===== src/rtl/sequenciador_rodadas_memoria_pkg.sv =====
// rtl/sequenciador_rodadas_memoria_pkg.sv - state codes and playback timing defaults for the round sequencer
package sequenciador_pkg;

  // Default playback timing at a 1 kHz clock
  localparam int LED_ON_PADRAO  = 500;
  localparam int LED_OFF_PADRAO = 250;
  localparam int CNT_W_PADRAO   = 10;

  // State codes are visible on db_estado, so they are fixed, not tool-chosen
  typedef enum logic [3:0] {
    INICIAL    = 4'h0,
    PREPARA    = 4'h1,
    MOSTRA     = 4'h2,
    APAGA      = 4'h3,
    PROX_LED   = 4'h4,
    INICIA_JOG = 4'h5,
    ESPERA     = 4'h6,
    REGISTRA   = 4'h7,
    COMPARA    = 4'h8,
    PROX_JOG   = 4'h9,
    PROX_ROD   = 4'hA,
    FIM_GANHOU = 4'hC,
    FIM_PERDEU = 4'hD,
    FIM_TMO    = 4'hE
  } estado_t;

endpackage


===== src/rtl/sequenciador_rodadas_memoria_temporizador_led.sv =====
// rtl/sequenciador_rodadas_memoria_temporizador_led.sv - clearable saturating up-counter with terminal-count flag
module temporizador_led #(
  parameter int CNT_W = 10
) (
  input  logic             clk_i,
  input  logic             rst_i,
  input  logic             zera_i,
  input  logic             conta_i,
  input  logic [CNT_W-1:0] limite_i,
  output logic             fim_o
);

  localparam logic [CNT_W-1:0] MAXIMO = '1;

  logic [CNT_W-1:0] valor_q, valor_d;

  // Clear has priority; counting stops at all-ones instead of wrapping
  always_comb begin
    valor_d = valor_q;
    if (zera_i) begin
      valor_d = '0;
    end else if (conta_i && (valor_q != MAXIMO)) begin
      valor_d = valor_q + 1'b1;
    end
  end

  // Counter register
  always_ff @(posedge clk_i or posedge rst_i) begin
    if (rst_i) begin
      valor_q <= '0;
    end else begin
      valor_q <= valor_d;
    end
  end

  assign fim_o = (valor_q == limite_i);

endmodule


===== src/rtl/sequenciador_rodadas_memoria.sv =====
// rtl/sequenciador_rodadas_memoria.sv - memory game round sequencer FSM; TIMEOUT_EN enables the player move timeout
module sequenciador_rodadas_memoria
  import sequenciador_pkg::*;
#(
  parameter int LED_ON_CICLOS  = LED_ON_PADRAO,
  parameter int LED_OFF_CICLOS = LED_OFF_PADRAO,
  parameter int CNT_W          = CNT_W_PADRAO
) (
  input  logic       clock,
  input  logic       reset,
  input  logic       jogar,
  input  logic       tem_jogada,
  input  logic       igualE,
  input  logic       enderecoIgual,
  input  logic       fimS,
  input  logic       fim_timeout,
  output logic       zeraE,
  output logic       contaE,
  output logic       zeraS,
  output logic       contaS,
  output logic       zeraR,
  output logic       regR,
  output logic       zeraT,
  output logic       contaT,
  output logic       controla_leds,
  output logic       pronto,
  output logic       ganhou,
  output logic       perdeu,
  output logic       deu_timeout,
  output logic [3:0] db_estado
);

  localparam logic [CNT_W-1:0] LIMITE_ON  = CNT_W'(LED_ON_CICLOS - 1);
  localparam logic [CNT_W-1:0] LIMITE_OFF = CNT_W'(LED_OFF_CICLOS - 1);

  estado_t          estado_q, estado_d;
  logic             tmr_zera, tmr_conta, tmr_fim;
  logic [CNT_W-1:0] tmr_limite;

`ifndef TIMEOUT_EN
  logic unused_fim_timeout;
  assign unused_fim_timeout = fim_timeout;
`endif

  // Timer restarts at every state change so each visit to MOSTRA/APAGA starts from zero
  assign tmr_zera   = (estado_d != estado_q);
  assign tmr_conta  = (estado_q == MOSTRA) || (estado_q == APAGA);
  assign tmr_limite = (estado_q == MOSTRA) ? LIMITE_ON : LIMITE_OFF;

  temporizador_led #(
    .CNT_W(CNT_W)
  ) u_temporizador (
    .clk_i   (clock),
    .rst_i   (reset),
    .zera_i  (tmr_zera),
    .conta_i (tmr_conta),
    .limite_i(tmr_limite),
    .fim_o   (tmr_fim)
  );

  // State register
  always_ff @(posedge clock or posedge reset) begin
    if (reset) begin
      estado_q <= INICIAL;
    end else begin
      estado_q <= estado_d;
    end
  end

  // Next-state and Moore output decode
  always_comb begin
    estado_d      = estado_q;
    zeraE         = 1'b0;
    contaE        = 1'b0;
    zeraS         = 1'b0;
    contaS        = 1'b0;
    zeraR         = 1'b0;
    regR          = 1'b0;
    zeraT         = 1'b0;
    contaT        = 1'b0;
    controla_leds = 1'b0;
    pronto        = 1'b0;
    ganhou        = 1'b0;
    perdeu        = 1'b0;
    deu_timeout   = 1'b0;
    case (estado_q)
      INICIAL: begin
        if (jogar) estado_d = PREPARA;
      end
      PREPARA: begin
        zeraE    = 1'b1;
        zeraS    = 1'b1;
        zeraR    = 1'b1;
        zeraT    = 1'b1;
        estado_d = MOSTRA;
      end
      MOSTRA: begin
        controla_leds = 1'b1;
        if (tmr_fim) estado_d = APAGA;
      end
      APAGA: begin
        if (tmr_fim) estado_d = enderecoIgual ? INICIA_JOG : PROX_LED;
      end
      PROX_LED: begin
        contaE   = 1'b1;
        estado_d = MOSTRA;
      end
      INICIA_JOG: begin
        zeraE    = 1'b1;
        zeraT    = 1'b1;
        estado_d = ESPERA;
      end
      ESPERA: begin
`ifdef TIMEOUT_EN
        contaT = 1'b1;
        if (tem_jogada) begin
          estado_d = REGISTRA;
        end else if (fim_timeout) begin
          estado_d = FIM_TMO;
        end
`else
        if (tem_jogada) estado_d = REGISTRA;
`endif
      end
      REGISTRA: begin
        regR     = 1'b1;
        estado_d = COMPARA;
      end
      COMPARA: begin
        if (!igualE) begin
          estado_d = FIM_PERDEU;
        end else if (!enderecoIgual) begin
          estado_d = PROX_JOG;
        end else if (fimS) begin
          estado_d = FIM_GANHOU;
        end else begin
          estado_d = PROX_ROD;
        end
      end
      PROX_JOG: begin
        contaE   = 1'b1;
        zeraT    = 1'b1;
        estado_d = ESPERA;
      end
      PROX_ROD: begin
        contaS   = 1'b1;
        zeraE    = 1'b1;
        zeraR    = 1'b1;
        estado_d = MOSTRA;
      end
      FIM_GANHOU: begin
        ganhou = 1'b1;
        pronto = 1'b1;
        if (jogar) estado_d = PREPARA;
      end
      FIM_PERDEU: begin
        perdeu = 1'b1;
        pronto = 1'b1;
        if (jogar) estado_d = PREPARA;
      end
`ifdef TIMEOUT_EN
      FIM_TMO: begin
        deu_timeout = 1'b1;
        pronto      = 1'b1;
        if (jogar) estado_d = PREPARA;
      end
`endif
      default: begin
        estado_d = INICIAL;
      end
    endcase
  end

  assign db_estado = estado_q;

endmodule

===== config.mk =====
export PLATFORM = sky130hd
export DESIGN_NAME = sequenciador_rodadas_memoria
export DESIGN_NICKNAME = d
export VERILOG_FILES = /design/src/rtl/sequenciador_rodadas_memoria_pkg.sv /design/src/rtl/sequenciador_rodadas_memoria_temporizador_led.sv /design/src/rtl/sequenciador_rodadas_memoria.sv
export SDC_FILE = /design/constraint.sdc
export NUM_CORES = 1
export LEC_CHECK = 0
export BUFFER_PORTS_ARGS = -buffer_cell sky130_fd_sc_hd__buf_2
export CAP_MARGIN = 10
export CORE_UTILIZATION = 30
export CTS_BUF_LIST = sky130_fd_sc_hd__clkbuf_8
export DETAILED_ROUTE_END_ITERATION = 10
export GPL_ROUTABILITY_DRIVEN = 0
export GPL_TIMING_DRIVEN = 0
export PLACE_DENSITY = 0.44
export SLEW_MARGIN = 15
export SYNTH_ARGS = -nofsm -noshare
export SYNTH_HDL_FRONTEND = slang
export SYNTH_HIERARCHICAL = 1
export SYNTH_SLANG_ARGS = --single-unit

===== constraint.sdc =====
create_clock -name clock -period 3.9 [get_ports clock]
set_input_delay 0.78 -clock clock [delete_from_list [all_inputs] [get_ports clock]]
set_output_delay 0.78 -clock clock [all_outputs]
set_load 0.02 [all_outputs]

# After elaboration in Yosys (flattened, before gate mapping)
# Cells that the tools add are included.
# totals
regBits	14
out_inout_bits	17
elab_cells	53
# classes
muxes	23
eq_ne	15
reduce_logical	12
add_sub_neg	1
# ops
cell	count
4-bit case mux with 8 select lines	1
4-bit equality test, second input constant	5
10-bit two-way mux	2
4-bit by 3-bit equality test with 1-bit output, second input constant	4
4-bit two-way mux	4
1-bit two-way mux	12
3-bit OR reduction	4
10-bit by 1-bit adder with 10-bit output, second input constant	1
10-bit by 9-bit equality test with 1-bit output	1
10-bit inequality test, second input constant	1
3-bit two-way mux	3
9-bit two-way mux	1
4-bit by 2-bit equality test with 1-bit output, second input constant	2
2-bit OR reduction	4
4-bit by 1-bit equality test with 1-bit output, second input constant	1
4-bit logical NOT	1
4-bit inequality test	1
2-bit nonzero test	1
1-bit logical AND	1
1-bit logical OR	1

# Longest topological paths before layout
# Gate-level depths: netlist (run 1).
# logic_depth
depth_word	7
ltp_mapped	17
mapped_depth_nobuf	14

# Hierarchy
# Netlist (run 1), hierarchy kept.
# modules_own_cells
mod	seq_area_each_um2	cells_per_inst	instances	area_each_um2
temporizador_led	250.2	83	1	767.0
sequenciador_rodadas_memoria	100.1	78	1	576.8

# Worst setup path before layout (run 1)
# OpenSTA, ideal clock, no wires.
# synth_path
path_type	register to register
start	reg estado_q[1], in the netlist db_estado[1]
end	reg u_temporizador.valor_q[0]
arrival_ns	3.449
stages_incl_launch_ff	17
setup_ns	0.129
n_path_buf	2
slack_ns	0.321
required_time_ns	3.771
path_cell_list	dfrtp_1 > buf_2 > nor2b_1 > nand2_1 > inv_1 > xnor2_1 > nand4_1 > nor4_1 > inv_1 > o21a_1 > o221ai_2 > inv_1 > o2111ai_1 > clkbuf_1 > nor3b_1 > a22oi_1 > nand3_1
# synth_via
elab_chain_len	7
# synth_lines
item	line_no	rtl
from (decl)	sequenciador_rodadas_memoria.sv:36	estado_t estado_q, estado_d;
from (signal assigned)	sequenciador_rodadas_memoria.sv:66	estado_q <= estado_d;
4-bit by 2-bit equality test with 1-bit output *	sequenciador_rodadas_memoria.sv:48	assign tmr_limite = (estado_q == MOSTRA) ? LIMITE_ON : LIMITE_OFF;
9-bit two-way mux *	sequenciador_rodadas_memoria.sv:48	
via tmr_limite[3]	sequenciador_rodadas_memoria.sv:38	logic [CNT_W-1:0] tmr_limite;
10-bit by 9-bit equality test with 1-bit output *	sequenciador_rodadas_memoria_temporizador_led.sv:36	assign fim_o = (valor_q == limite_i);
via tmr_fim	sequenciador_rodadas_memoria.sv:37	logic tmr_zera, tmr_conta, tmr_fim;
4-bit two-way mux, on equally long branches	sequenciador_rodadas_memoria.sv:102, sequenciador_rodadas_memoria.sv:99	
4-bit case mux with 8 select lines *	sequenciador_rodadas_memoria.sv:86	case (estado_q)
via estado_d[2]	sequenciador_rodadas_memoria.sv:36	
4-bit inequality test *	sequenciador_rodadas_memoria.sv:46	assign tmr_zera = (estado_d != estado_q);
via tmr_zera	sequenciador_rodadas_memoria.sv:37	
10-bit two-way mux or 2-bit nonzero test (tied branches)	--	
to (signal assigned)	sequenciador_rodadas_memoria_temporizador_led.sv:32	valor_q <= valor_d;
to (decl)	sequenciador_rodadas_memoria_temporizador_led.sv:15	logic [CNT_W-1:0] valor_q, valor_d;
# Mark *: on every way through the listed nets, which the timed path passes. The rest lies on a longest branch.
# A chain may end at the register's enable or synchronous reset.

# Worst setup path in the final report (run 1)
# Ends and elaborated chain as after synthesis.

==> reports/results.md, run 1 <==
| Stage | Result | This run |
|:---|:---|:---|
| status | Result of the run | complete, no violations |
| cts | Insertion delay of the later-clocked pin in the worst-skew pair | 250 ps |
| critical path | Peak fanout along the critical path | 10 |
| die | Site Rows | 23 |
| yosys | Synthesized-area fraction occupied by adder cells | 0.00931 |
| power | Power density normalized to cell area | 478 nW/um2 |
| yosys | Sequential area share after synthesis | 0.261 |
| cts | CTS Buffer Depth | 2 |
| timing | Final-report hold violation count | 0 |
| die | Number of placed I/O pins | 25 |
| grt | First-pass GRT wire length | 6.02 mm |
| route | Number of violations reported at the end of detailed-routing iteration 0 | 80 |
| power | Overall power consumption | 771 uW |
| critical path | Critical Path End Type | flip-flop |
| cts | CTS Hold Bufs | 0 |
| die | DIE HEIGHT | 68.9 um |
| cts | Reg clk slew, reported paths | 70 ps |
| finish | Area of all placed cells without fillers | 1620 um2 |
| grt | Antenna violations before repair | 0 |
| placed design | Placement Setup Slack | -298 ps |
| timing | Max-slew violation count | 0 |
| power | Int Pwr | 431 uW |
| route | Total detailed-routing wirelength | 3.61 mm |
| grt | Global-route congestion overflow total | 0 |
| critical path | Startpoint-to-endpoint class of the critical path | reg -> reg |
| critical path | Worst EP required | 4030 ps |
| placed design | HPWL reported at the end of detailed placement | 2.77 mm |
| timing | Fin crit share | 0.888 |
| finish | Final standard cell count with taps included and fillers excluded | 243 |
| yosys | Largest area contributor in the netlist | dfrtp_1 |
| route | Antenna-violating nets left | 0 |
| power | Worst vdd rail ir drop | 0.000240 V |
| yosys | Multiplexer share of the synthesized area | 0.0168 |
| hold path | Min-Delay Path Class | in -> async |
| finish | Core utilization of the finished layout | 0.390 |
| power | Net switching power figure | 340 uW |
| yosys | Top-area cell type share of the netlist area | 0.261 |
| cts | Num CTS Buffers | 3 |
| yosys | Area fraction in compound gates after synthesis | 0.256 |
| yosys | Instance count of the mapped netlist | 161 |
| timing | Post-Route Skew | 9.32 ps |
| yosys | Share of synthesized flip-flops with an asynchronous set or reset | 1.00 |
| yosys | Post-synth EDFFs | 0 |
| finish | ANT cells | 0 |
| grt | Via count of the first global-routing pass | 1246 |
| cts | Clk root buf | clkbuf_8 |
| die | Die Outline Area | 4750 um2 |
| power | Portion of total power attributed to sequential cells | 0.282 |
| yosys | Most instantiated library cell after synthesis | dfrtp_1 |
| timing | Total of endpoints with negative setup slack in the final report | 0 |
| power | Part of the power in the clock network | 0.188 |
| placed design | Count of input and output buffers | 21 |
| power | Logic pwr share | 0.530 |
| route | Wire length per cell | 14.9 um |
| yosys | Dominant combinational cell family by area after synthesis | simple AND/OR/NAND/NOR gates |
| die | Die Width | 68.9 um |
| critical path | Crit Reg-Reg Startpoint | db_estado[1] |
| yosys | Number of synthesized register bits | 14 |
| die | Starting utilization of the core area | 0.324 |
| critical path | Data arrival time of the worst path | 3600 ps |
| grt | Largest net degree at the start of global routing | 11 |
| yosys | Simple logic cell fraction of the synthesized area | 0.272 |
| timing | Setup repair after global routing missed its margin | no |
| die | Area of the placeable core | 4140 um2 |
| cts | TritonCTS clock tree | yes |
| finish | Total Nets Final | 203 |
| finish | Relative area change from synthesis to final layout | 20.2% |
| route | Via count normalized by instance count | 5.42 |
| power | Fraction of power spent switching nets | 0.441 |
| yosys | Post-synthesis average cell area | 8.35 um2 |
| route | # DRC | 0 |
| yosys | Post-Syn Area | 1340 um2 |
| placed design | Placed Cells incl. Taps | 239 |
| route | Iteration count of the initial detailed-routing pass | 4 |
| timing | Crit path setup slack, layout | 436 ps |
| yosys | Parity-gate share of the synthesized area counting xor and xnor cells | 0.0782 |
| critical path | Crit path launch type | flip-flop |
| yosys | Synth Flop Type | dfrtp_1 |
| grt | Total routing resource utilization after global routing | 0.174 |
| route | Number of vias after detailed routing | 1316 |
| critical path | Startpoint of the most critical setup path | db_estado[1] |
| timing | Maximum clock frequency | 0.289 GHz |
| yosys | List of most frequent post-synthesis cells | dfrtp_1, nor2_1, nand2_1 |
| placed design | Post-Place Cell Area | 1540 um2 |
| cts | Number of clock sinks seen by CTS | 14 |
| finish | Share of cells above drive strength 1 | 0.275 |
| yosys | Count of distinct cell types in the synthesized netlist | 54 |
| yosys | Synth warn | 6 |
| cts | Htree depth | 1 |
| run | Number of maximum-capacitance violations | 0 |
| timing | Post-route minimum period | 3460 ps |
| power | Static Leakage | 0.724 nW |
| yosys | Ranking of synthesized cells by area | dfrtp_1, xnor2_1, nor2_1 |
power groups by stage:
stage,clock network [mW],registers [mW],logic (mW)
2_1_floorplan,0,0.211,0.305
3_3_place_gp,0,0.220,0.386
3_5_place_dp,0,0.220,0.391
4_1_cts,0.150,0.218,0.398
5_1_grt,0.158,0.221,0.456
6_report,0.145,0.218,0.409
registers in the layout (all words and copies together) (netlist names):
register                count
db_estado                   4
u_temporizador/valor_q     10
per-stage QoR:
| step | hold WS, ps | setup TNS (ps) |
|---|---|---|
| detailed placement | 621 | -939 |
| finish | 418 | 0 |
| CTS | 418 | 0 |
| global route | 429 | 0 |
| floorplan | 546 | 0 |
| global placement | 619 | -768 |
cell usage in the layout, fill, tap and decap left out, drive strengths merged, types with 2 or more instances in the layout:
master  Yosys  layout
a211oi      6       6
a21oi       9       9
a311oi      2       2
a31oi       2       2
a41oi       3       3
and2        2       2
and3        3       3
buf        12      34
clkbuf      2       5
conb        2       9
dfrtp      14      14
inv         9       9
mux2        2       2
nand2      11      11
nand2b      6       6
nand3       5       5
nand3b      2       2
nand4       5       5
nor2       13      13
nor2b       6       6
nor3        3       3
nor3b       2       2
nor4        3       3
o21ai       5       5
o22ai       2       2
o311ai      2       2
xnor2       9       9
xor2        3       3
critical path, cell delays in order (launching register included):
cell       delay [ps]
dfrtp_1           480
buf_2             270
nor2b_1           240
nand2_1           120
inv_1             130
xnor2_1           130
nand4_1           150
nor4_4            270
inv_1             110
o21a_1            210
o221ai_2          210
inv_1              80
o2111ai_2         270
buf_2             290
nor3b_1            90
a22oi_1           190
nand3_1            90
routing by layer:
layer,share of wire,track usage,up-vias
met3,0.041,0.0263,6
met1,0.51,0.256,637
met2,0.44,0.254,37
met5,0,0,-
li1,-,-,636
met4,0.017,0.0612,0
cell type report:
class | instances | area, um2
plain buffers | 14 | 104
well taps | 50 | 62.6
flip-flops and latches | 14 | 350
inverters | 9 | 33.8
fillers | 444 | 2530
clock buffers | 4 | 55.1
repair buffers | 21 | 105
multi-input cells | 131 | 905
worst paths after layout:
kind | endpoint | slack [ps] | depth (start not counted)
worst max-delay path | u_temporizador/valor_q[0] | 440 | 16
worst min-delay path | db_estado[0] | 420 | 2
worst max register to register | u_temporizador/valor_q[0] | 440 | 16
worst min register to register | u_temporizador/valor_q[2] | 640 | 1
max in group asynchronous | u_temporizador/valor_q[8] | 3080 | 2
min in group clock | u_temporizador/valor_q[2] | 640 | 1
cell families (layout without fill, tap and decap cells):
logic type / Yosys count / count (layout)
buffers and inverters: 23 / 48
xor gates and xnor gates: 12 / 12
other: 2 / 9
AOI/OAI and AO/OA: 42 / 42
adders and majority gates: 1 / 1
muxes: 2 / 2
and+or+nand+nor: 65 / 65
DFF: 14 / 14
timing repair:
action | CTS | global route
buffers inserted | 0 | 0
resized for setup | 2 | 3
pin swaps | 0 | 1
setup endpoints to repair | 6 | 10
No activity file was read; power rests on OpenSTA's default activity.
==> run 2, diff against run 1 <==
--- a/config.mk
+++ b/config.mk
@@ -7,12 +7,13 @@
 export LEC_CHECK = 0
 export BUFFER_PORTS_ARGS = -buffer_cell sky130_fd_sc_hd__buf_2
 export CAP_MARGIN = 10
-export CORE_UTILIZATION = 30
+export CORE_UTILIZATION = 35
 export CTS_BUF_LIST = sky130_fd_sc_hd__clkbuf_8
 export DETAILED_ROUTE_END_ITERATION = 10
 export GPL_ROUTABILITY_DRIVEN = 0
 export GPL_TIMING_DRIVEN = 0
-export PLACE_DENSITY = 0.44
+export PLACE_DENSITY = 0.51
+export SKIP_CTS_REPAIR_TIMING = 1
 export SLEW_MARGIN = 15
 export SYNTH_ARGS = -nofsm -noshare
 export SYNTH_HDL_FRONTEND = slang
==> run 2 against run 1 <==
Against the previous run: die area down 14%; first-iteration DRC count down 49%; non-clock buffer count unchanged; sequential share of layout area about the same; register-to-register slack worse by 20 ps; largest cell class unchanged; largest power group unchanged; worst setup slack worse by 15 ps.
==> reports/results.md, run 2 (synthesized netlist as in run 1, its figures left out) <==
| Stage | Result | This run |
|:---|:---|:---|
| finish | Layout filler cell count | 359 |
| timing | Fin crit share | 0.892 |
| placed design | Placed Cells incl. Taps | 237 |
| placed design | HPWL reported at the end of detailed placement | 2.52 mm |
| finish | Relative area change from synthesis to final layout | 20.0% |
| critical path | Peak fanout along the critical path | 10 |
| cts | CTS Buffer Depth | 2 |
| die | Area of the placeable core | 3660 um2 |
| finish | Number of flip-flops under the largest register name | 10 |
| route | Via count normalized by instance count | 5.24 |
| cts | Number of clock sinks seen by CTS | 14 |
| critical path | Crit path launch type | flip-flop |
| critical path | R2R depth | 16 |
| timing | Hold Worst Slack | 416 ps |
| run | Number of maximum-capacitance violations | 0 |
| power | Power density normalized to cell area | 474 nW/um2 |
| die | Number of placed I/O pins | 25 |
| finish | Leading cell types in the layout, fill and taps excluded | buf_2, dfrtp_1, nor2_1 |
| timing | Total of endpoints with negative setup slack in the final report | 0 |
| die | Site Rows | 22 |
| cts | Num CTS Buffers | 3 |
| route | Total detailed-routing wirelength | 3.32 mm |
| placed design | Placement Setup Slack | -270 ps |
| timing | Maximum clock frequency | 0.287 GHz |
| critical path | Data arrival time of the worst path | 3610 ps |
| route | Iteration count of the initial detailed-routing pass | 4 |
| die | DIE HEIGHT | 64.0 um |
| critical path | Critical Path End Type | flip-flop |
| finish | Leading cell type in the layout, fill and taps excluded | buf_2 |
| finish | Share of cells above drive strength 1 | 0.275 |
| critical path | Startpoint-to-endpoint class of the critical path | reg -> reg |
| route | Wire length per cell | 13.8 um |
| timing | Crit path setup slack, layout | 421 ps |
| route | # DRC | 0 |
| grt | Global-route congestion overflow total | 0 |
| critical path | Crit Reg-Reg Startpoint | db_estado[1] |
| power | Static Leakage | 0.724 nW |
| die | Die Width | 64.0 um |
| critical path | Setup slack of the most critical reg-to-reg path | 420 ps |
| cts | Clk root buf | clkbuf_8 |
| status | Result of the run | complete, no violations |
| timing | Summed negative setup slack over all endpoints | 0 ps |
| grt | Largest net degree at the start of global routing | 11 |
| route | Antenna-violating nets left | 0 |
| timing | Setup repair after global routing missed its margin | no |
| finish | Register with the most flip-flops | u_temporizador/valor_q |
| power | Worst vdd rail ir drop | 0.000322 V |
| timing | Final-report hold violation count | 0 |
| grt | Total routing resource utilization after global routing | 0.172 |
| hold path | Min-Delay Path Class | in -> async |
| grt | Via count of the first global-routing pass | 1175 |
| route | Number of violations reported at the end of detailed-routing iteration 0 | 41 |
| finish | Core utilization of the finished layout | 0.441 |
| cts | TritonCTS clock tree | yes |
| cts | Insertion delay of the later-clocked pin in the worst-skew pair | 250 ps |
| power | Overall power consumption | 765 uW |
| timing | Max-slew violation count | 0 |
| route | Number of vias after detailed routing | 1263 |
| cts | Reg clk slew, reported paths | 60 ps |
| die | Starting utilization of the core area | 0.367 |
| timing | Post-Route Skew | 6.73 ps |
| critical path | Worst EP required | 4030 ps |
| cts | Htree depth | 1 |
| finish | Total Nets Final | 203 |
| die | Die Outline Area | 4090 um2 |
| finish | Area of all placed cells without fillers | 1610 um2 |
| critical path | Capture instance of the worst register-to-register path | u_temporizador/valor_q[0] |
| critical path | Startpoint of the most critical setup path | db_estado[1] |
| finish | Final standard cell count with taps included and fillers excluded | 241 |
| placed design | Count of input and output buffers | 21 |
| placed design | Post-Place Cell Area | 1540 um2 |
| finish | ANT cells | 0 |
| grt | Antenna violations before repair | 0 |
| timing | Post-route minimum period | 3480 ps |
| grt | First-pass GRT wire length | 5.44 mm |
==> run 2: layout make-up <==
cell class,instances,area (um2),share of cell area
buffer,14,104,0.0644
inverter,9,33.8,0.0209
sequential,14,350,0.217
tap,48,60.1,0.0372
timing repair buffer,21,105,0.0652
clock buffer,4,55.1,0.0341
multi-input combinational,131,905,0.561
==> run 2: worst max-delay path by stage <==
stage / slack [ps] / end / cells after the start
6_report: 420 / u_temporizador/valor_q[0] / 16
2_1_floorplan: 320 / u_temporizador/valor_q[0] / 16
3_3_place_gp: -170 / u_temporizador/valor_q[0] / 16
3_5_place_dp: -270 / u_temporizador/valor_q[0] / 16
5_1_grt: 70 / u_temporizador/valor_q[0] / 16
4_1_cts: -270 / u_temporizador/valor_q[0] / 16
==> run 2: critical path, cell delays in order (launching register included) <==
cell	delay, ps
dfrtp_1	480
buf_2	270
nor2b_1	260
nand2_1	120
inv_1	130
xnor2_1	130
nand4_1	160
nor4_4	300
inv_1	100
o21a_1	210
o221ai_2	210
inv_1	80
o2111ai_2	250
buf_2	280
nor3b_1	90
a22oi_1	200
nand3_1	90
==> run 2: routing by layer <==
layer  part of all wire  wire, um  vias up  global-route usage
met5                  0         0        -                   0
met4             0.0075        25        0              0.0483
met3              0.053       177        4              0.0339
met2               0.46      1520       39               0.270
met1               0.48      1600      584               0.238
li1                   -         -      636                   -
==> run 2: report_power, final <==
group | total (mW) | switching, mW | internal [mW]
clock | 0.141 | 0.0518 | 0.0894
combinational | 0.406 | 0.236 | 0.170
sequential | 0.218 | 0.0459 | 0.172
total | 0.765 | 0.334 | 0.431
==> run 3, diff against run 2 <==
--- a/config.mk
+++ b/config.mk
@@ -7,12 +7,12 @@
 export LEC_CHECK = 0
 export BUFFER_PORTS_ARGS = -buffer_cell sky130_fd_sc_hd__buf_2
 export CAP_MARGIN = 10
-export CORE_UTILIZATION = 35
+export CORE_UTILIZATION = 32
 export CTS_BUF_LIST = sky130_fd_sc_hd__clkbuf_8
 export DETAILED_ROUTE_END_ITERATION = 10
 export GPL_ROUTABILITY_DRIVEN = 0
 export GPL_TIMING_DRIVEN = 0
-export PLACE_DENSITY = 0.51
+export PLACE_DENSITY = 0.47
 export SKIP_CTS_REPAIR_TIMING = 1
 export SLEW_MARGIN = 15
 export SYNTH_ARGS = -nofsm -noshare
==> run 3 against run 2 <==
Against the previous run: clock-buffer cell count is the same; critical path depth grew 1; worst hold slack got worse by 2.6 ps; first-iteration DRC count rose by 2.4%; combinational power barely moved; critical endpoint unchanged.
==> reports/results.md, run 3 (synthesized netlist as in run 1, its figures left out) <==
| Stage | Result | This run |
|:---|:---|:---|
| run | Number of maximum-capacitance violations | 0 |
| placed design | Count of input and output buffers | 21 |
| placed design | Placed Cells incl. Taps | 239 |
| grt | Antenna violations before repair | 0 |
| finish | Share of cells above drive strength 1 | 0.280 |
| power | Int Pwr | 431 uW |
| finish | Number of flip-flops under the largest register name | 10 |
| grt | Total routing resource utilization after global routing | 0.178 |
| placed design | HPWL reported at the end of detailed placement | 2.69 mm |
| cts | Htree depth | 1 |
| route | Antenna-violating nets left | 0 |
| route | # DRC | 0 |
| critical path | Crit Reg-Reg Startpoint | db_estado[0] |
| route | Number of vias after detailed routing | 1310 |
| die | Number of placed I/O pins | 25 |
| grt | Met3 Use GR | 0.0257 |
| power | Fraction of power spent switching nets | 0.437 |
| finish | Register with the most flip-flops | u_temporizador/valor_q |
| timing | Setup repair after global routing missed its margin | no |
| route | Total detailed-routing wirelength | 3.51 mm |
| timing | Final-report hold violation count | 0 |
| power | Net switching power figure | 335 uW |
| grt | Met1 demand-to-capacity share in global routing | 0.275 |
| timing | Maximum clock frequency | 0.286 GHz |
| die | Area of the placeable core | 4030 um2 |
| power | Part of the power in the clock network | 0.186 |
| finish | ANT cells | 0 |
| die | Site Rows | 23 |
| route | Wire length per cell | 14.4 um |
| cts | Clk root buf | clkbuf_8 |
| finish | Leading cell type in the layout, fill and taps excluded | buf_2 |
| grt | Global-route congestion overflow total | 0 |
| power | Logic pwr share | 0.529 |
| critical path | Critical Path End Type | flip-flop |
| die | Die Outline Area | 4460 um2 |
| grt | Via count of the first global-routing pass | 1225 |
| cts | CTS Buffer Depth | 2 |
| power | Power density normalized to cell area | 474 nW/um2 |
| power | Overall power consumption | 767 uW |
| timing | Post-Route Skew | 7.52 ps |
| die | Die Width | 66.8 um |
| critical path | Worst EP required | 4030 ps |
| grt | Global route hottest layer | met1 |
| timing | Total of endpoints with negative setup slack in the final report | 0 |
| cts | Number of clock sinks seen by CTS | 14 |
| timing | Crit path setup slack, layout | 401 ps |
| cts | Reg clk slew, reported paths | 60 ps |
| finish | Final standard cell count with taps included and fillers excluded | 243 |
| power | Portion of total power attributed to sequential cells | 0.285 |
| finish | Total Nets Final | 203 |
| critical path | Peak fanout along the critical path | 10 |
| grt | Global Route met2 Usage | 0.254 |
| grt | Largest net degree at the start of global routing | 11 |
| critical path | Data arrival time of the worst path | 3630 ps |
| timing | Post-route minimum period | 3500 ps |
| timing | Max-slew violation count | 0 |
| critical path | Startpoint of the most critical setup path | db_estado[0] |
| power | Static Leakage | 0.723 nW |
| finish | Leading cell types in the layout, fill and taps excluded | buf_2, nor2_1, dfrtp_1 |
| cts | Num CTS Buffers | 3 |
| placed design | Placement Setup Slack | -270 ps |
| cts | Insertion delay of the later-clocked pin in the worst-skew pair | 250 ps |
| timing | Fin crit share | 0.897 |
| critical path | Startpoint-to-endpoint class of the critical path | reg -> reg |
| route | Via count normalized by instance count | 5.39 |
| status | Result of the run | complete, no violations |
| die | DIE HEIGHT | 66.8 um |
| timing | Summed negative setup slack over all endpoints | 0 ps |
| route | Iteration count of the initial detailed-routing pass | 4 |
| hold path | Min-Delay Path Class | in -> async |
| grt | First-pass GRT wire length | 6.00 mm |
| critical path | Crit path launch type | flip-flop |
| power | Worst vdd rail ir drop | 0.000303 V |
| route | Number of violations reported at the end of detailed-routing iteration 0 | 42 |
| die | Starting utilization of the core area | 0.334 |
| cts | TritonCTS clock tree | yes |
| finish | Layout filler cell count | 431 |
| finish | Relative area change from synthesis to final layout | 20.3% |
## run 3: cell types whose count changed in the layout (fill, tap and decap cells not counted)
cell and change:
dfrtp_1 -1, dfrtp_2 +1
## run 3: final timing paths
path	end	slack (ps)	cells past startpoint
max	u_temporizador/valor_q[0]	400	17
min	db_estado[0]	410	2
max reg2reg	u_temporizador/valor_q[0]	400	17
min reg2reg	u_temporizador/valor_q[2]	630	1
max in group asynchronous	u_temporizador/valor_q[7]	3060	2
min in group clock	u_temporizador/valor_q[2]	630	1
## run 3: power groups by stage
stage | clock [mW] | combinational [mW] | sequential, mW
global route | 0.157 | 0.453 | 0.222
global placement | 0 | 0.379 | 0.219
detailed placement | 0 | 0.388 | 0.220
finish | 0.143 | 0.406 | 0.218
floorplan | 0 | 0.305 | 0.211
CTS | 0.150 | 0.388 | 0.218
## run 3: through the flow
step           hold slack [ps]  area, um2   util
6_report                   414       1620  0.401
5_1_grt                    427       1620  0.401
4_1_cts                    415       1590  0.395
3_5_place_dp               613       1540  0.382
3_3_place_gp               610       1540  0.382
2_1_floorplan              546       1370      -
## run 3: layout make-up
class / count / area (um2) / area share
multi-input cells: 131 / 905 / 0.560
plain buffers: 14 / 104 / 0.0642
clock buffers: 4 / 55.1 / 0.0341
flip-flops and latches: 14 / 352 / 0.217
well taps: 50 / 62.6 / 0.0387
repair buffers: 21 / 105 / 0.0650
inverters: 9 / 33.8 / 0.0209
## run 3: critical path: stages (launching register included)
cell and delay, ps:
dfrtp_1 380, buf_6 140, buf_2 190, nor2b_1 220, nand2_1 120, inv_1 130
xnor2_1 130, nand4_1 160, nor4_4 370, inv_1 110, o21a_1 210, o221ai_2 210
inv_1 80, o2111ai_2 270, buf_2 290, nor3b_1 90, a22oi_1 200, nand3_1 90
## run 3: metal layers
layer	wire length, um	vias up
met2	1580	46
met1	1700	624
met5	0	-
met3	203	2
li1	-	638
met4	19	0
